## src/rtl/systolic_pkg.sv

```systemverilog
// Shared types and defaults for the systolic array read-side datapath.
// No logic; widths here are the defaults the drain parameters pick up.
// Consumers may override DATA_WIDTH/COLS through module parameters.
package systolic_pkg;
   localparam int DATA_WIDTH_DEF = 16;
   localparam int COLS_DEF       = 4;

   typedef logic [DATA_WIDTH_DEF-1:0] psum_t;
   typedef psum_t [COLS_DEF-1:0]      psum_vec_t;
endpackage

```

## src/rtl/psum_drain_fifo.sv

```systemverilog
// Synchronous FIFO holding aligned psum vectors, with registered occupancy count.
// Latency: a write is visible on rd_data the following cycle; rd_data is mem[rd_ptr].
// Backpressure: a write when full is accepted only if a pop happens the same cycle.
module psum_drain_fifo #(
   parameter int WIDTH = 64,
   parameter int DEPTH = 4
) (
   input  logic                       clk,
   input  logic                       reset,
   input  logic                       wr_en,
   input  logic [WIDTH-1:0]           wr_data,
   input  logic                       rd_en,
   output logic [WIDTH-1:0]           rd_data,
   output logic [$clog2(DEPTH+1)-1:0] count,
   output logic                       full,
   output logic                       empty
);
   localparam int AW = $clog2(DEPTH);
   localparam int CW = $clog2(DEPTH + 1);

   logic [WIDTH-1:0] mem [DEPTH];
   logic [AW-1:0]    wr_ptr;
   logic [AW-1:0]    rd_ptr;
   logic             do_rd;
   logic             do_wr;

   assign full    = (count == CW'(DEPTH));
   assign empty   = (count == '0);
   assign do_rd   = rd_en & ~empty;
   // Pop is taken first, so a full FIFO still accepts a same-cycle write.
   assign do_wr   = wr_en & (~full | do_rd);
   assign rd_data = mem[rd_ptr];

   always_ff @(posedge clk) begin
      if (reset) begin
         wr_ptr <= '0;
         rd_ptr <= '0;
         count  <= '0;
      end else begin
         if (do_wr) begin
            mem[wr_ptr] <= wr_data;
            wr_ptr      <= wr_ptr + 1'b1;
         end
         if (do_rd) begin
            rd_ptr <= rd_ptr + 1'b1;
         end
         count <= count + CW'(do_wr) - CW'(do_rd);
      end
   end
endmodule

```

## src/rtl/systolic_psum_drain.sv

```systemverilog
// De-skews bottom-row psums into aligned vectors and buffers them; DRAIN_ROW_MAX_EN adds out_max.
// Latency: inject at t, FIFO write at t+ROWS+COLS-1, out_valid no earlier than t+ROWS+COLS.
// Backpressure: out_valid/out_ready downstream; array_ready credit upstream, drops on overflow.
module systolic_psum_drain
   import systolic_pkg::*;
#(
   parameter int DATA_WIDTH = DATA_WIDTH_DEF,
   parameter int ROWS       = 4,
   parameter int COLS       = COLS_DEF,
   parameter int FIFO_DEPTH = 4
) (
   input  logic                     clk,
   input  logic                     reset,
   input  logic                     array_valid,
   input  logic [COLS*DATA_WIDTH-1:0] psum_bottom,
   output logic                     array_ready,
   output logic                     out_valid,
   input  logic                     out_ready,
   output logic [COLS*DATA_WIDTH-1:0] out_data,
   output logic                     overflow
`ifdef DRAIN_ROW_MAX_EN
   ,
   output logic [DATA_WIDTH-1:0]    out_max
`endif
);
   localparam int TAPS = ROWS + COLS - 1;
   localparam int IW   = $clog2(TAPS + 1);
   localparam int CW   = $clog2(FIFO_DEPTH + 1);
   localparam int VW   = COLS * DATA_WIDTH;
`ifdef DRAIN_ROW_MAX_EN
   localparam int EW   = VW + DATA_WIDTH;
`else
   localparam int EW   = VW;
`endif

   logic [TAPS-1:0]       vld_sr;
   logic [IW-1:0]         inflight;
   logic [DATA_WIDTH-1:0] col_wr [COLS];
   logic [EW-1:0]         wr_entry;
   logic [EW-1:0]         rd_entry;
   logic [EW-1:0]         hold_entry;
   logic [CW-1:0]         fifo_count;
   logic                  fifo_full;
   logic                  fifo_empty;
   logic                  wr_en;
   logic                  rd_en;

   // vld_sr[k] is high k+1 cycles after the injection that set it.
   always_ff @(posedge clk) begin
      if (reset) begin
         vld_sr   <= '0;
         inflight <= '0;
      end else begin
         vld_sr[0] <= array_valid;
         for (int k = 1; k < TAPS; k++) begin
            vld_sr[k] <= vld_sr[k-1];
         end
         inflight <= inflight + IW'(array_valid) - IW'(vld_sr[TAPS-1]);
      end
   end

   // Column j arrives j cycles after column 0, so it waits COLS-1-j cycles to line up.
   for (genvar j = 0; j < COLS - 1; j++) begin : g_dly
      localparam int N = COLS - 1 - j;
      logic [DATA_WIDTH-1:0] line [N];
      always_ff @(posedge clk) begin
         if (reset) begin
            for (int s = 0; s < N; s++) begin
               line[s] <= '0;
            end
         end else begin
            line[0] <= psum_bottom[j*DATA_WIDTH +: DATA_WIDTH];
            for (int s = 1; s < N; s++) begin
               line[s] <= line[s-1];
            end
         end
      end
      assign col_wr[j] = line[N-1];
   end
   assign col_wr[COLS-1] = psum_bottom[(COLS-1)*DATA_WIDTH +: DATA_WIDTH];

`ifdef DRAIN_ROW_MAX_EN
   logic [DATA_WIDTH-1:0] row_max;
   always_comb begin
      row_max = col_wr[0];
      for (int j = 1; j < COLS; j++) begin
         if ($signed(col_wr[j]) > $signed(row_max)) begin
            row_max = col_wr[j];
         end
      end
   end
`endif

   always_comb begin
      wr_entry = '0;
      for (int j = 0; j < COLS; j++) begin
         wr_entry[j*DATA_WIDTH +: DATA_WIDTH] = col_wr[j];
      end
`ifdef DRAIN_ROW_MAX_EN
      wr_entry[EW-1 -: DATA_WIDTH] = row_max;
`endif
   end

   assign wr_en       = vld_sr[TAPS-1];
   assign out_valid   = ~fifo_empty;
   assign rd_en       = out_valid & out_ready;
   assign array_ready = (int'(fifo_count) + int'(inflight)) < FIFO_DEPTH;

   psum_drain_fifo #(
      .WIDTH (EW),
      .DEPTH (FIFO_DEPTH)
   ) u_fifo (
      .clk     (clk),
      .reset   (reset),
      .wr_en   (wr_en),
      .wr_data (wr_entry),
      .rd_en   (rd_en),
      .rd_data (rd_entry),
      .count   (fifo_count),
      .full    (fifo_full),
      .empty   (fifo_empty)
   );

   // Last popped entry keeps the outputs steady while the FIFO is empty.
   always_ff @(posedge clk) begin
      if (reset) begin
         hold_entry <= '0;
         overflow   <= 1'b0;
      end else begin
         if (rd_en) begin
            hold_entry <= rd_entry;
         end
         if (wr_en && fifo_full && !rd_en) begin
            overflow <= 1'b1;
         end
      end
   end

   assign out_data = fifo_empty ? hold_entry[VW-1:0] : rd_entry[VW-1:0];
`ifdef DRAIN_ROW_MAX_EN
   assign out_max  = fifo_empty ? hold_entry[EW-1 -: DATA_WIDTH] : rd_entry[EW-1 -: DATA_WIDTH];
`endif
endmodule

```

## config.mk

```make
export PLATFORM = sky130hd
export DESIGN_NAME = systolic_psum_drain
export DESIGN_NICKNAME = d
export VERILOG_FILES = /design/src/rtl/systolic_pkg.sv /design/src/rtl/psum_drain_fifo.sv /design/src/rtl/systolic_psum_drain.sv
export SDC_FILE = /design/constraint.sdc
export NUM_CORES = 1
export LEC_CHECK = 0
export ABC_CLOCK_PERIOD_IN_PS = 3400
export CAP_MARGIN = 20
export CORE_MARGIN = 3
export CORE_UTILIZATION = 50
export CTS_CLUSTER_DIAMETER = 60
export DETAILED_ROUTE_END_ITERATION = 10
export GPL_ROUTABILITY_DRIVEN = 0
export PLACE_DENSITY = 0.73
export SYNTH_ARGS = -nofsm -noshare
export SYNTH_HDL_FRONTEND = slang
export SYNTH_SLANG_ARGS = --single-unit
export TNS_END_PERCENT = 20
```

## constraint.sdc

```tcl
create_clock -name clk -period 3.4 [get_ports clk]
set_clock_uncertainty 0.1 [all_clocks]
set_input_delay 0.51 -clock clk [delete_from_list [all_inputs] [get_ports clk]]
set_output_delay 0.51 -clock clk [all_outputs]
set_load 0.02 [all_outputs]
```

# After elaboration in Yosys (flattened, before gate mapping)
# Memory sizes are Yosys's and may differ from the RTL's. A register that Yosys moved wholly into a read port is not among the register bits.
# Index checks and enable logic that the tools add are counted.
dict set report classes {
  reduce_logical 5
  eq_ne 1
  n_bitwise 11
  mul 0
  div 0
  muxes 16
  shift 0
  addsub 7
  n_lt_le_gt_ge 1
}
# operator count
set ops {}
lappend ops {{16-bit 2-to-1 mux} 6}
lappend ops {{64-bit 2-to-1 mux} 1}
lappend ops {{16-bit OR reduction} 1}
lappend ops {{1-bit 2-to-1 mux} 7}
lappend ops {{3-bit by 1-bit adder with 3-bit output} 2}
lappend ops {{1-bit OR} 6}
lappend ops {{3-bit by 1-bit subtractor with 3-bit output} 2}
lappend ops {{2-bit by 1-bit adder with 2-bit output (second input constant)} 2}
lappend ops {{3-bit by 3-bit adder with 4-bit output} 1}
lappend ops {{4-bit by 3-bit < comparator with 1-bit output (second input constant)} 1}
lappend ops {{2-bit 2-to-1 mux} 2}
lappend ops {{1-bit bitwise AND} 3}
lappend ops {{3-bit equality test (second input constant)} 1}
lappend ops {{3-bit logical NOT} 1}
lappend ops {{1-bit logical AND} 2}
lappend ops {{1-bit NOT} 2}
lappend ops {{1-bit logical NOT} 1}
dict set report word_totals {
  ff_bits 82
  out_inout_bits 67
  rom_bits 0
  latch_bits 0
  n_memories 4
  ramBits 352
}
# name words width read_ports rd_clocked_by_memory_dff wr line_no
set memory_table {}
lappend memory_table {u_fifo.mem 4 64 1 1 1 psum_drain_fifo.sv:21} ;# logic [WIDTH-1:0] mem [DEPTH];
lappend memory_table {{g_dly[0].line} 3 16 3 0 3 systolic_psum_drain.sv:65} ;# logic [DATA_WIDTH-1:0] line [N];
lappend memory_table {{g_dly[1].line} 2 16 2 0 2 systolic_psum_drain.sv:65}
lappend memory_table {{g_dly[2].line} 1 16 1 0 1 systolic_psum_drain.sv:65}

# Longest topological paths before layout
dict set report logic_depth {
  word_depth 9
  mapped_depth 10
  depth_no_buf 10
}

# By module
# A second synthesis with hierarchy kept.
dict set report hier_totals {
  cells_unflattened 973
  hier_area_um2 15652.5
}
# mod n_inst area_each_um2 seq_area_each_um2 cells_each
set by_module_without_submodules {}
lappend by_module_without_submodules {psum_drain_fifo 1 9671.8 7867.5 382}
lappend by_module_without_submodules {systolic_psum_drain 1 5980.7 3423.3 591}

# Least setup slack after synthesis
# OpenSTA, ideal clock, no wires.
dict set report synth_path {
  path_kind {input to register}
  from {in reset}
  to {mem u_fifo.mem[1][0] (enable)}
  slack_ns 0.135
  n_path_buf 2
  stages 4
  setup_time_ns 0.429
  arrival_time_ns 2.737
  required_time_ns 2.871
  path_cell_list {clkbuf_1 clkbuf_1 nor3_1 and2_1}
}
dict set report synth_between {
  elab_chain_cells 2
}
# item line_no
set synth_lines {}
lappend synth_lines {{start: declaration} systolic_psum_drain.sv:13} ;# input logic reset,
lappend synth_lines {{1-bit 2-to-1 mux} psum_drain_fifo.sv:35} ;# if (reset) begin
lappend synth_lines {{1-bit 2-to-1 mux (not written as such)} psum_drain_fifo.sv:41} ;# mem[wr_ptr] <= wr_data;
lappend synth_lines {{end: declaration} psum_drain_fifo.sv:21}
# Every way passes these cells.

==> results.md <==
- Outcome: completed
- First-pass GRT wire length: 44.42 mm
- Final Hold Fails: 0
- # DRC: 0
- Worst path arrival time: 2650 ps
- Fillers: 2079
- CTS tree: yes
- R2r endpoint: u_fifo.count[2]
- Longest Clk Path Bufs: 3
- Synth Area in Simple Gates: 5.056%
- Fin util: 62.54%
- DP Area: 17330 um2
- HPWL Detailed: 16.38 mm
- VDD IR max: 0.0004304 V
- Netlist cell types: 29
- IO Count: 135
- Max Cap Violations: 0
- Layout net count: 1082
- Max-slew violations: 0
- Crit path capture: out_data[21]
- Post-layout min period: 3257 ps
- Reg2reg start: u_fifo.count[0]
- Drt wl/cell: 20.12 um
- Fin crit share: 95.78%
- CTS H-Tree Depth: 2
- Synth Cell Area: 15420 um2
- Initial core utilization: 51.34%
- Die Footprint: 32980 um2
- Total gr overflow: 0
- Routed wire length: 28.68 mm
- Hold Crit Class: input pin to flop
- Synth Area in Compound Gates: 4.009%
- Unrepaired setup endpoints after global routing: no
- FP Rows: 63
- Num CTS Buffers: 43
- Setup WS pre-CTS: 445.4 ps
- Tot Pwr: 15770 uW
- Gate Count Post-Synth: 839
- Seq cells post-synth: 436
- Area share of xor/xnor cells in the synthesized design: 0.2840%
- I/O Buffers: 134
- Yosys Warn Count: 0
- DR pass1 iterations: 5
- Max FO, Critical Path: 28
- Detailed-route vias per instance: 5.341
- Crit path capture type: output port
- Synthesized Nets: 919
- Reg clk slew, reported paths: 60 ps
- Total leakage power: 0.006456 uW
- Final setup viols: 0
- Crit path required time: 2790 ps
- Initial drt markers: 516
- Crit-path cells: buf_4 -> mux4_2 -> mux2_4 -> clkdlybuf4s50_1
- Post-CTS Hold Fix Bufs: 0
- Slew @ Worst Pin: 971.5 ps
- Seq/Total Area, Yosys: 73.23%
- Diodes inserted: 0
- Worst-Skew Late Latency: 520 ps
- Setup CP Type: flop to output port
- Worst R2R Setup Slack: 690 ps
- Setup TNS: 0 ps
- Finished Cell Area: 18780 um2
- Avg Cell Area, Syn: 18.38 um2
- Initial antenna violation count: 0
- Largest net degree at the start of global routing: 98
- Chip height: 181.6 um
- Chip width: 181.6 um
- Worst stage delay on the critical path: 630 ps
- Pwr/cell area: 839.7 nW/um2
- Largest family of logic cells by synthesized area: multiplexers
- Mux contribution to synthesized area: 14.22%
- Reg2Reg Depth: 10
- Critical Path Source Type: flop
- Root Driver: clkbuf_16
- Fraction of layout cells with a size suffix above 1: 22.22%
- Vias: 7611
- Layout area overhead: 21.82%
- Fmax: 0.3071 GHz
- Slowest CP cell: dfxtp_4
- Vias in the first global route: 8018
- Final ANT Viol Nets: 0
- Sink Count: 436
- Core ar.: 30030 um2
- Post-synthesis adder-cell area fraction: 1.071%
- Rel. slew slack: 35.23%
- Final setup margin: 143.5 ps
- All-Layer GR Usage: 17.07%
==> metal layers <==
| layer | vias to the layer above | global-route usage [%] | wire length, um |
|---|---|---|---|
| met5 | - | 0 | 0 |
| met4 | 0 | 5.271 | 667 |
| met3 | 51 | 2.604 | 1377 |
| met2 | 190 | 28.44 | 13880 |
| met1 | 3852 | 23.44 | 12750 |
| li1 | 3518 | - | - |
==> where the power goes <==
part	total, uW	internal [uW]	switching [uW]
sequential	6160	5910	254
combinational	5130	2770	2360
clock	4480	2640	1840
==> how the worst min path moves through the flow <==
stage                          from                   end  cells past startpoint
5_1_grt                       reset      u_fifo.rd_ptr[0]                      2
6_report                      reset      u_fifo.rd_ptr[0]                      2
3_3_place_gp              vld_sr[2]             vld_sr[3]                      1
4_1_cts                       reset      u_fifo.rd_ptr[0]                      2
2_1_floorplan   g_dly[0].line[0][0]  g_dly[0].line[0][16]                      1
3_5_place_dp   g_dly[1].line[0][12]  g_dly[1].line[0][28]                      1
==> cell type report <==
class / instances / area [um2] / area share [%]
sequential: 436 / 11300 / 60.16
multi-input combinational: 346 / 3829 / 20.39
timing repair buffer: 164 / 1768 / 9.413
tap: 390 / 488.0 / 2.598
clock buffer: 62 / 1252 / 6.668
inverter: 11 / 41.29 / 0.2198
clock inverter: 16 / 103.9 / 0.5529
==> registers in the layout, indices dropped and copies added (netlist names), named ones only <==
register,count
overflow,1
u_fifo.count,3
inflight,3
hold_entry,64
u_fifo.rd_ptr,2
vld_sr,7
g_dly.line,96
u_fifo.mem,256
u_fifo.wr_ptr,2
==> worst max-delay path: cells and delay by family, from the launching register on <==
kind	cells	cell delay [ps]
muxes	2	640
buffers and inverters	2	840
DFF	1	630
==> layout by cell type, fill, tap and decap left out, types with 3 or more instances in the layout <==
| master | instances |
|---|---|
| clkbuf_16 | 47 |
| ha_1 | 10 |
| nor2b_1 | 106 |
| clkbuf_1 | 13 |
| clkdlybuf4s50_1 | 133 |
| buf_4 | 14 |
| xor2_1 | 3 |
| inv_1 | 11 |
| mux4_2 | 64 |
| and2_4 | 4 |
| dfxtp_1 | 177 |
| a22o_1 | 64 |
| nor2_1 | 8 |
| mux2_4 | 8 |
| mux2_2 | 56 |
| clkinv_2 | 8 |
| clkinv_1 | 5 |
| buf_12 | 16 |
| edfxtp_1 | 256 |
| a21oi_1 | 3 |
==> what timing repair did <==
| item | 4_1_cts | 5_1_grt |
|---|---|---|
| pin swaps | 1 | 1 |
| endpoints found under the setup margin | 43 | 17 |
| gates resized for setup | 2 | 0 |
| gates cloned | 0 | 1 |
| buffers inserted | 1 | 8 |
==> cells by family after synthesis <==
| family | Yosys count |
|---|---|
| AO/OA/AOI/OAI | 72 |
| buffers and inverters | 58 |
| flip-flops | 436 |
| multiplexers | 128 |
| adder cells (fa/ha/maj) | 12 |
| AND/OR/NAND/NOR | 128 |
| XOR/XNOR | 5 |
==> cells in the mapped netlist <==
library cell | count | area, um2
nor2b_1 | 106 | 663.1
xor2_1 | 3 | 26.28
edfxtp_1 | 256 | 7687
nor2_1 | 9 | 33.78
dfxtp_1 | 180 | 3603
o31ai_1 | 1 | 7.510
and3_1 | 1 | 6.260
o21ai_0 | 2 | 10.01
ha_1 | 10 | 125.1
mux2_2 | 56 | 630.6
buf_2 | 7 | 35.03
xnor2_1 | 2 | 17.52
a21oi_1 | 3 | 15.01
fa_1 | 2 | 40.04
or3_1 | 2 | 12.51
nor3_1 | 2 | 10.01
mux4_2 | 64 | 1441
mux2_4 | 8 | 120.1
a22o_1 | 64 | 560.5
nor4_1 | 1 | 6.260
inv_1 | 11 | 41.29
and2_1 | 5 | 31.28
nand3b_1 | 1 | 7.510
a21oi_4 | 1 | 16.27
buf_6 | 12 | 135.1
clkbuf_1 | 25 | 93.84
nor4b_1 | 1 | 8.760
o311ai_0 | 1 | 8.760
buf_4 | 3 | 22.52
==> through the flow <==
step                      hold WS (ps)  cells
after detailed placement         322.7   1337
after global routing             274.4   1425
final                            260.6   1425
after global placement           316.5   1337
after CTS                        248.5   1416
after floorplan                  313.8    839
No activity file was read; power rests on OpenSTA's default activity.
